**src/rtl/cb_stream_stuffer.sv**
```systemverilog
// Cb entropy-coded output stage: buffers Huffman words, serialises them MSB byte first
// with JPEG 0xFF->0xFF00 stuffing, 1-pads the tail byte, appends EOI and repacks to 32 bits.
module cb_stream_stuffer #(
  parameter int DEPTH = 8,
  parameter int PTR_W = $clog2(DEPTH)
) (
  input  logic        clk,
  input  logic        rst,
  input  logic [31:0] in_data,
  input  logic        in_valid,
  input  logic        eof,
  input  logic [31:0] eof_data,
  input  logic [4:0]  eof_bits,
  output logic [31:0] out_data,
  output logic        out_valid,
  input  logic        out_ready,
  output logic [2:0]  out_nbytes,
  output logic        out_last,
  output logic        overflow,
  output logic        busy
);

  typedef struct packed {
    logic        last;
    logic [4:0]  bits;
    logic [31:0] data;
  } entry_t;

  typedef enum logic [2:0] {
    S_IDLE, S_LOAD, S_BYTE, S_STUFF, S_EOI_FF, S_EOI_D9, S_FLUSH
  } state_t;

  localparam logic [PTR_W:0] CNT_FULL = (PTR_W+1)'(DEPTH);

  // ---------------- input FIFO + pending eof ----------------
  entry_t           mem_q [DEPTH];
  logic [PTR_W-1:0] wr_ptr_q, rd_ptr_q;
  logic [PTR_W:0]   cnt_q;
  logic             pend_q;
  logic [31:0]      pend_data_q;
  logic [4:0]       pend_bits_q;
  logic             overflow_q;

  logic   push_req, push_ok, pop, fifo_full, fifo_avail;
  entry_t push_entry, head;
  logic [2:0] head_nbytes;

  assign fifo_full  = (cnt_q == CNT_FULL);
  assign push_req   = in_valid || pend_q;
  assign push_ok    = push_req && !fifo_full;
  assign fifo_avail = (cnt_q != '0) || push_ok;
  assign head       = mem_q[rd_ptr_q];
  assign head_nbytes = 3'(({1'b0, head.bits} + 6'd7) >> 3);

  always_comb begin
    push_entry = '0;
    if (in_valid) begin
      push_entry.data = in_data;
    end else begin
      push_entry.last = 1'b1;
      push_entry.bits = pend_bits_q;
      push_entry.data = pend_data_q;
    end
  end

  always_ff @(posedge clk) begin
    if (push_ok) mem_q[wr_ptr_q] <= push_entry;
  end

  always_ff @(posedge clk or negedge rst) begin
    if (!rst) begin
      wr_ptr_q   <= '0;
      rd_ptr_q   <= '0;
      cnt_q      <= '0;
      overflow_q <= 1'b0;
    end else begin
      if (push_ok) wr_ptr_q <= wr_ptr_q + 1'b1;
      if (pop)     rd_ptr_q <= rd_ptr_q + 1'b1;
      case ({push_ok, pop})
        2'b10:   cnt_q <= cnt_q + 1'b1;
        2'b01:   cnt_q <= cnt_q - 1'b1;
        default: cnt_q <= cnt_q;
      endcase
      if (push_req && fifo_full) overflow_q <= 1'b1;
    end
  end

  // eof waits here until a cycle without an in_valid push; that attempt consumes it
  always_ff @(posedge clk or negedge rst) begin
    if (!rst) begin
      pend_q      <= 1'b0;
      pend_data_q <= '0;
      pend_bits_q <= '0;
    end else if (eof) begin
      pend_q      <= 1'b1;
      pend_data_q <= eof_data;
      pend_bits_q <= eof_bits;
    end else if (!in_valid) begin
      pend_q      <= 1'b0;
    end
  end

  // ---------------- serialiser FSM ----------------
  state_t      state_q, state_d;
  logic [31:0] sr_q;
  logic [2:0]  rem_q, rem_dec;
  logic        last_q;

  logic        emit_req, emit_pack, flush_req;
  logic [7:0]  emit_byte;
  logic        out_free, word_done, emit_go, flush_go, out_load;

  logic [31:0] asm_data_q, asm_ins;
  logic [2:0]  asm_cnt_q;

  logic        out_valid_q, out_last_q;
  logic [31:0] out_data_q;
  logic [2:0]  out_nbytes_q;

  assign rem_dec = rem_q - 3'd1;

  function automatic state_t after_byte(input logic [2:0] rem, input logic last,
                                        input logic avail);
    if (rem != 3'd0) return S_BYTE;
    if (last)        return S_EOI_FF;
    return avail ? S_LOAD : S_IDLE;
  endfunction

  always_ff @(posedge clk or negedge rst) begin
    if (!rst) state_q <= S_IDLE;
    else      state_q <= state_d;
  end

  always_comb begin
    state_d = state_q;
    unique case (state_q)
      S_IDLE:   if (fifo_avail) state_d = S_LOAD;
      S_LOAD:   state_d = (head.last && head.bits == 5'd0) ? S_EOI_FF : S_BYTE;
      S_BYTE:   if (emit_go) state_d = (sr_q[31:24] == 8'hFF) ? S_STUFF
                                       : after_byte(rem_dec, last_q, fifo_avail);
      S_STUFF:  if (emit_go) state_d = after_byte(rem_q, last_q, fifo_avail);
      S_EOI_FF: if (emit_go) state_d = S_EOI_D9;
      S_EOI_D9: state_d = S_FLUSH;
      S_FLUSH:  if (flush_go) state_d = S_IDLE;
      default:  state_d = S_IDLE;
    endcase
  end

  // D9 is always appended without completing a word, so FLUSH carries it out with last=1
  always_comb begin
    pop       = 1'b0;
    emit_req  = 1'b0;
    emit_pack = 1'b1;
    emit_byte = 8'h00;
    flush_req = 1'b0;
    unique case (state_q)
      S_LOAD:   pop = 1'b1;
      S_BYTE:   begin emit_req = 1'b1; emit_byte = sr_q[31:24]; end
      S_STUFF:  emit_req = 1'b1;
      S_EOI_FF: begin emit_req = 1'b1; emit_byte = 8'hFF; end
      S_EOI_D9: begin emit_req = 1'b1; emit_pack = 1'b0; emit_byte = 8'hD9; end
      S_FLUSH:  flush_req = 1'b1;
      default:  ;
    endcase
  end

  assign out_free  = !out_valid_q || out_ready;
  assign word_done = emit_req && emit_pack && (asm_cnt_q == 3'd3);
  assign emit_go   = emit_req && (!word_done || out_free);
  assign flush_go  = flush_req && out_free;
  assign out_load  = (word_done && out_free) || flush_go;
  assign asm_ins   = asm_data_q | ({emit_byte, 24'h0} >> {asm_cnt_q[1:0], 3'b000});

  // tail padding: every bit past the valid ones is forced to 1; only head_nbytes are sent
  always_ff @(posedge clk or negedge rst) begin
    if (!rst) begin
      sr_q   <= '0;
      rem_q  <= '0;
      last_q <= 1'b0;
    end else if (pop) begin
      sr_q   <= head.last ? (head.data | (32'hFFFF_FFFF >> head.bits)) : head.data;
      rem_q  <= head.last ? head_nbytes : 3'd4;
      last_q <= head.last;
    end else if (state_q == S_BYTE && emit_go) begin
      sr_q   <= sr_q << 8;
      rem_q  <= rem_dec;
    end
  end

  always_ff @(posedge clk or negedge rst) begin
    if (!rst) begin
      asm_data_q <= '0;
      asm_cnt_q  <= '0;
    end else if (out_load) begin
      asm_data_q <= '0;
      asm_cnt_q  <= '0;
    end else if (emit_go) begin
      asm_data_q <= asm_ins;
      asm_cnt_q  <= asm_cnt_q + 3'd1;
    end
  end

  always_ff @(posedge clk or negedge rst) begin
    if (!rst) begin
      out_valid_q  <= 1'b0;
      out_data_q   <= '0;
      out_nbytes_q <= '0;
      out_last_q   <= 1'b0;
    end else if (out_load) begin
      out_valid_q  <= 1'b1;
      out_data_q   <= flush_go ? asm_data_q : asm_ins;
      out_nbytes_q <= flush_go ? asm_cnt_q : 3'd4;
      out_last_q   <= flush_go;
    end else if (out_ready) begin
      out_valid_q  <= 1'b0;
    end
  end

  assign out_data   = out_data_q;
  assign out_valid  = out_valid_q;
  assign out_nbytes = out_nbytes_q;
  assign out_last   = out_last_q;
  assign overflow   = overflow_q;
  assign busy       = (cnt_q != '0) || (state_q != S_IDLE);

endmodule

```
**config.mk**
```make
export PLATFORM = sky130hd
export DESIGN_NAME = cb_stream_stuffer
export DESIGN_NICKNAME = d
export VERILOG_FILES = /design/src/rtl/cb_stream_stuffer.sv
export SDC_FILE = /design/constraint.sdc
export NUM_CORES = 1
export LEC_CHECK = 0
export CAP_MARGIN = 30
export CORE_MARGIN = 5
export CORE_UTILIZATION = 40
export CTS_BUF_LIST = sky130_fd_sc_hd__clkbuf_2 sky130_fd_sc_hd__clkbuf_4 sky130_fd_sc_hd__clkbuf_8
export DETAILED_ROUTE_END_ITERATION = 8
export SYNTH_ARGS = -nofsm -noshare
export SYNTH_HDL_FRONTEND = slang
export SYNTH_SLANG_ARGS = --single-unit
export TNS_END_PERCENT = 1
```
**constraint.sdc**
```tcl
create_clock -name clk -period 11.55 [get_ports clk]
set_input_delay 1.155 -clock clk [delete_from_list [all_inputs] [get_ports clk]]
set_output_delay 1.155 -clock clk [all_outputs]
set_load 0.05 [all_outputs]
```
==> flow_summary.yaml <==
power:
  static-leakage-power_nw: 8.245
  power.total_mw: 6.409
  peakVddDrop_mv: 0.1429
  power.density_nw_per_um2: 282.3
route:
  drc: 0
  drtIter0Drc: 815
  ant_nets: 0
  wire_per_inst_um: 20.23
  drt-total-wl_um: 41500
  via_per_inst: 5.300
  firstDrtPassIters: 5
  detailroute.via_count: 10870
min_path:
  hold_path_depth: 1
  hold_class: "reg2reg"
  hold_start: "overflow"
  hold_end: "overflow"
setup_path:
  critPathMaxStageDelay_ns: 0.75
  crit_chain: "nor4_1 > nand3b_1 > clkdlybuf4s50_1"
  reg2reg_slack_ns: 8.35
  reg2reg_from: "rd_ptr_q[0]"
  cp-start-kind: "register"
  crit_family: "buffers and inverters"
  endpoint_kind: "primary output"
  reg2reg_depth: 6
  critical_path_class: "reg2out"
  r2r-end: "sr_q[24]"
  slowest_stage: "clkdlybuf4s50_1"
  crit_required_ns: 10.40
  path_max_fanout: 5
  worstPathArrival_ns: 2.42
  path_depth: 3
  crit_buf_inv: 1
clock_network:
  clk_pin_slew_ns: 0.06
  cts_root_buf: "clkbuf_8"
  clk_path_buf_depth: 3
  postCtsSetupBuffers: 0
  clock_latency_ns: 0.66
  hold_buffers: 0
  cts-htree-levels: 3
  cts_tree: "done"
  clock_sinks: 464
  cts_resized: 0
  cts_buffers: 80
sta:
  drv_slew: 0
  hold_viol: 0
  rsz0062_at_grt: "no"
  slew_headroom_pct: 34.92
  max_freq_mhz: 279.6
  whs_ns: 0.4702
  min_period_over_period_pct: 30.97
  setup_violations: 0
  min_period_ns: 3.577
  fin_skew_ns: 0.02514
  worstMarginPinSlew_ns: 0.9737
  tns_ns: 0
grt:
  antenna_found_initial: 0
  grt_first_pass_wirelength_um: 65890
  grt_max_degree: 101
  grt_usage_pct: 16.00
  grt_overflow_total: 0
  grt_pass1_vias: 11147
synthesis:
  yosysTopAreaCell: "edfxtp_1"
  synth_area_um2: 19120
  postSynthAreaPerCell_um2: 15.71
  ys_ff_latch: 464
  yosysWarnings: 0
  synth.distinct_cells: 64
  synth_nets: 1304
  yosys.area.top_type_share_pct: 47.73
  synth-edff-count: 304
  ys_dominant_reg_cell: "edfxtp_1"
  synth-async-reset-ratio_pct: 34.48
  synth_area_leaders: "edfxtp_1, dfrtp_1, mux4_2"
  syn_inst: 1217
  synth-seq-area-share_pct: 68.67
place:
  gp_congestion: 0.8311
  dp_hpwl_um: 24820
  io_buffers: 112
  dp_cells: 1902
final_layout:
  layout_common_cells: "edfxtp_1, dfrtp_1, a21oi_1"
  final_common_cell: "edfxtp_1"
  utilization_pct: 47.75
  antenna_cells: 0
  layout-drive-gt1-share_pct: 24.65
  finalNonFillerCells: 2051
  area_growth_syn_to_layout_pct: 18.72
  fin_nets: 1457
floorplan:
  core_um2: 47550
  start_util_pct: 40.22
  dieArea_um2: 52290
  ios: 113
  die_w_um: 228.7
  row_count: 80
  dieHeight_um: 228.7
job:
  maxCapViolCount: 0
outcome:
  status: "finished clean"
[area by class of cell]
type | instances | area, µm²
well taps | 615 | 769.5
fillers | 4106 | 24840
clock buffers | 128 | 1536
flip-flops and latches | 464 | 13140
multi-input cells | 680 | 5703
clock inverters | 20 | 183.9
inverters | 12 | 45.04
repair buffers | 132 | 1328
[metrics by stage]
step / setup slack, ns / cell area [µm²]
after floorplan: 6.768 / 19120
after global placement: 6.862 / 20890
after detailed placement: 7.424 / 20960
after CTS: 7.924 / 22680
after global routing: 7.886 / 22700
final: 7.973 / 22700
[worst max path at each step]
| stage | from | end | slack, ns |
|---|---|---|---|
| floorplan | in_valid | mem_q[1][0] | 6.77 |
| CTS | cnt_q[0] | busy | 7.92 |
| finish | cnt_q[0] | busy | 7.97 |
| detailed placement | in_valid | mem_q[0][3] | 7.42 |
| global route | state_q[0] | busy | 7.89 |
| global placement | in_valid | mem_q[0][0] | 6.86 |
[cells in the mapped netlist (all sizes together) (14+ instances only)]
library cell and n:
edfxtp 304, clkbuf 26, buf 35, nor2b 19, o21ai 27, nor2 112, a21oi 126, mux4 75
mux2 77, mux2i 26, a31oi 14, nand2 69, dfrtp 160
[cells by family after synthesis]
logic type / after synthesis / share of synthesized area [%]
and+or+nand+nor: 252 / 5.940
AOI/OAI and AO/OA: 225 / 7.170
adders and majority gates: 13 / 0.8897
DFF: 464 / 68.67
xor gates and xnor gates: 12 / 0.5496
buffers and inverters: 73 / 1.838
muxes: 178 / 14.94
[metal layers]
layer  track usage, %  routed length, µm  part of all wire, %
met1            22.45              18780                   45
met2            24.77              19390                   47
met3            4.075               2395                  5.8
met4            5.029                931                  2.2
met5                0                  0                    0
[where the power goes]
group	total (mW)	internal [mW]	switching [mW]
logic	2.29	0.880	1.41
clock network	1.57	0.897	0.671
registers	2.55	2.30	0.245
total	6.41	4.08	2.33
[sequential cells by signal, summed over array words and instances, names as in the netlist, 4 cells and up]
name,count
cnt_q,4
sr_q,32
mem_q,304
pend_data_q,32
out_data,32
asm_data_q,32
pend_bits_q,5
Note: power is estimated with default switching activity, not from simulation.
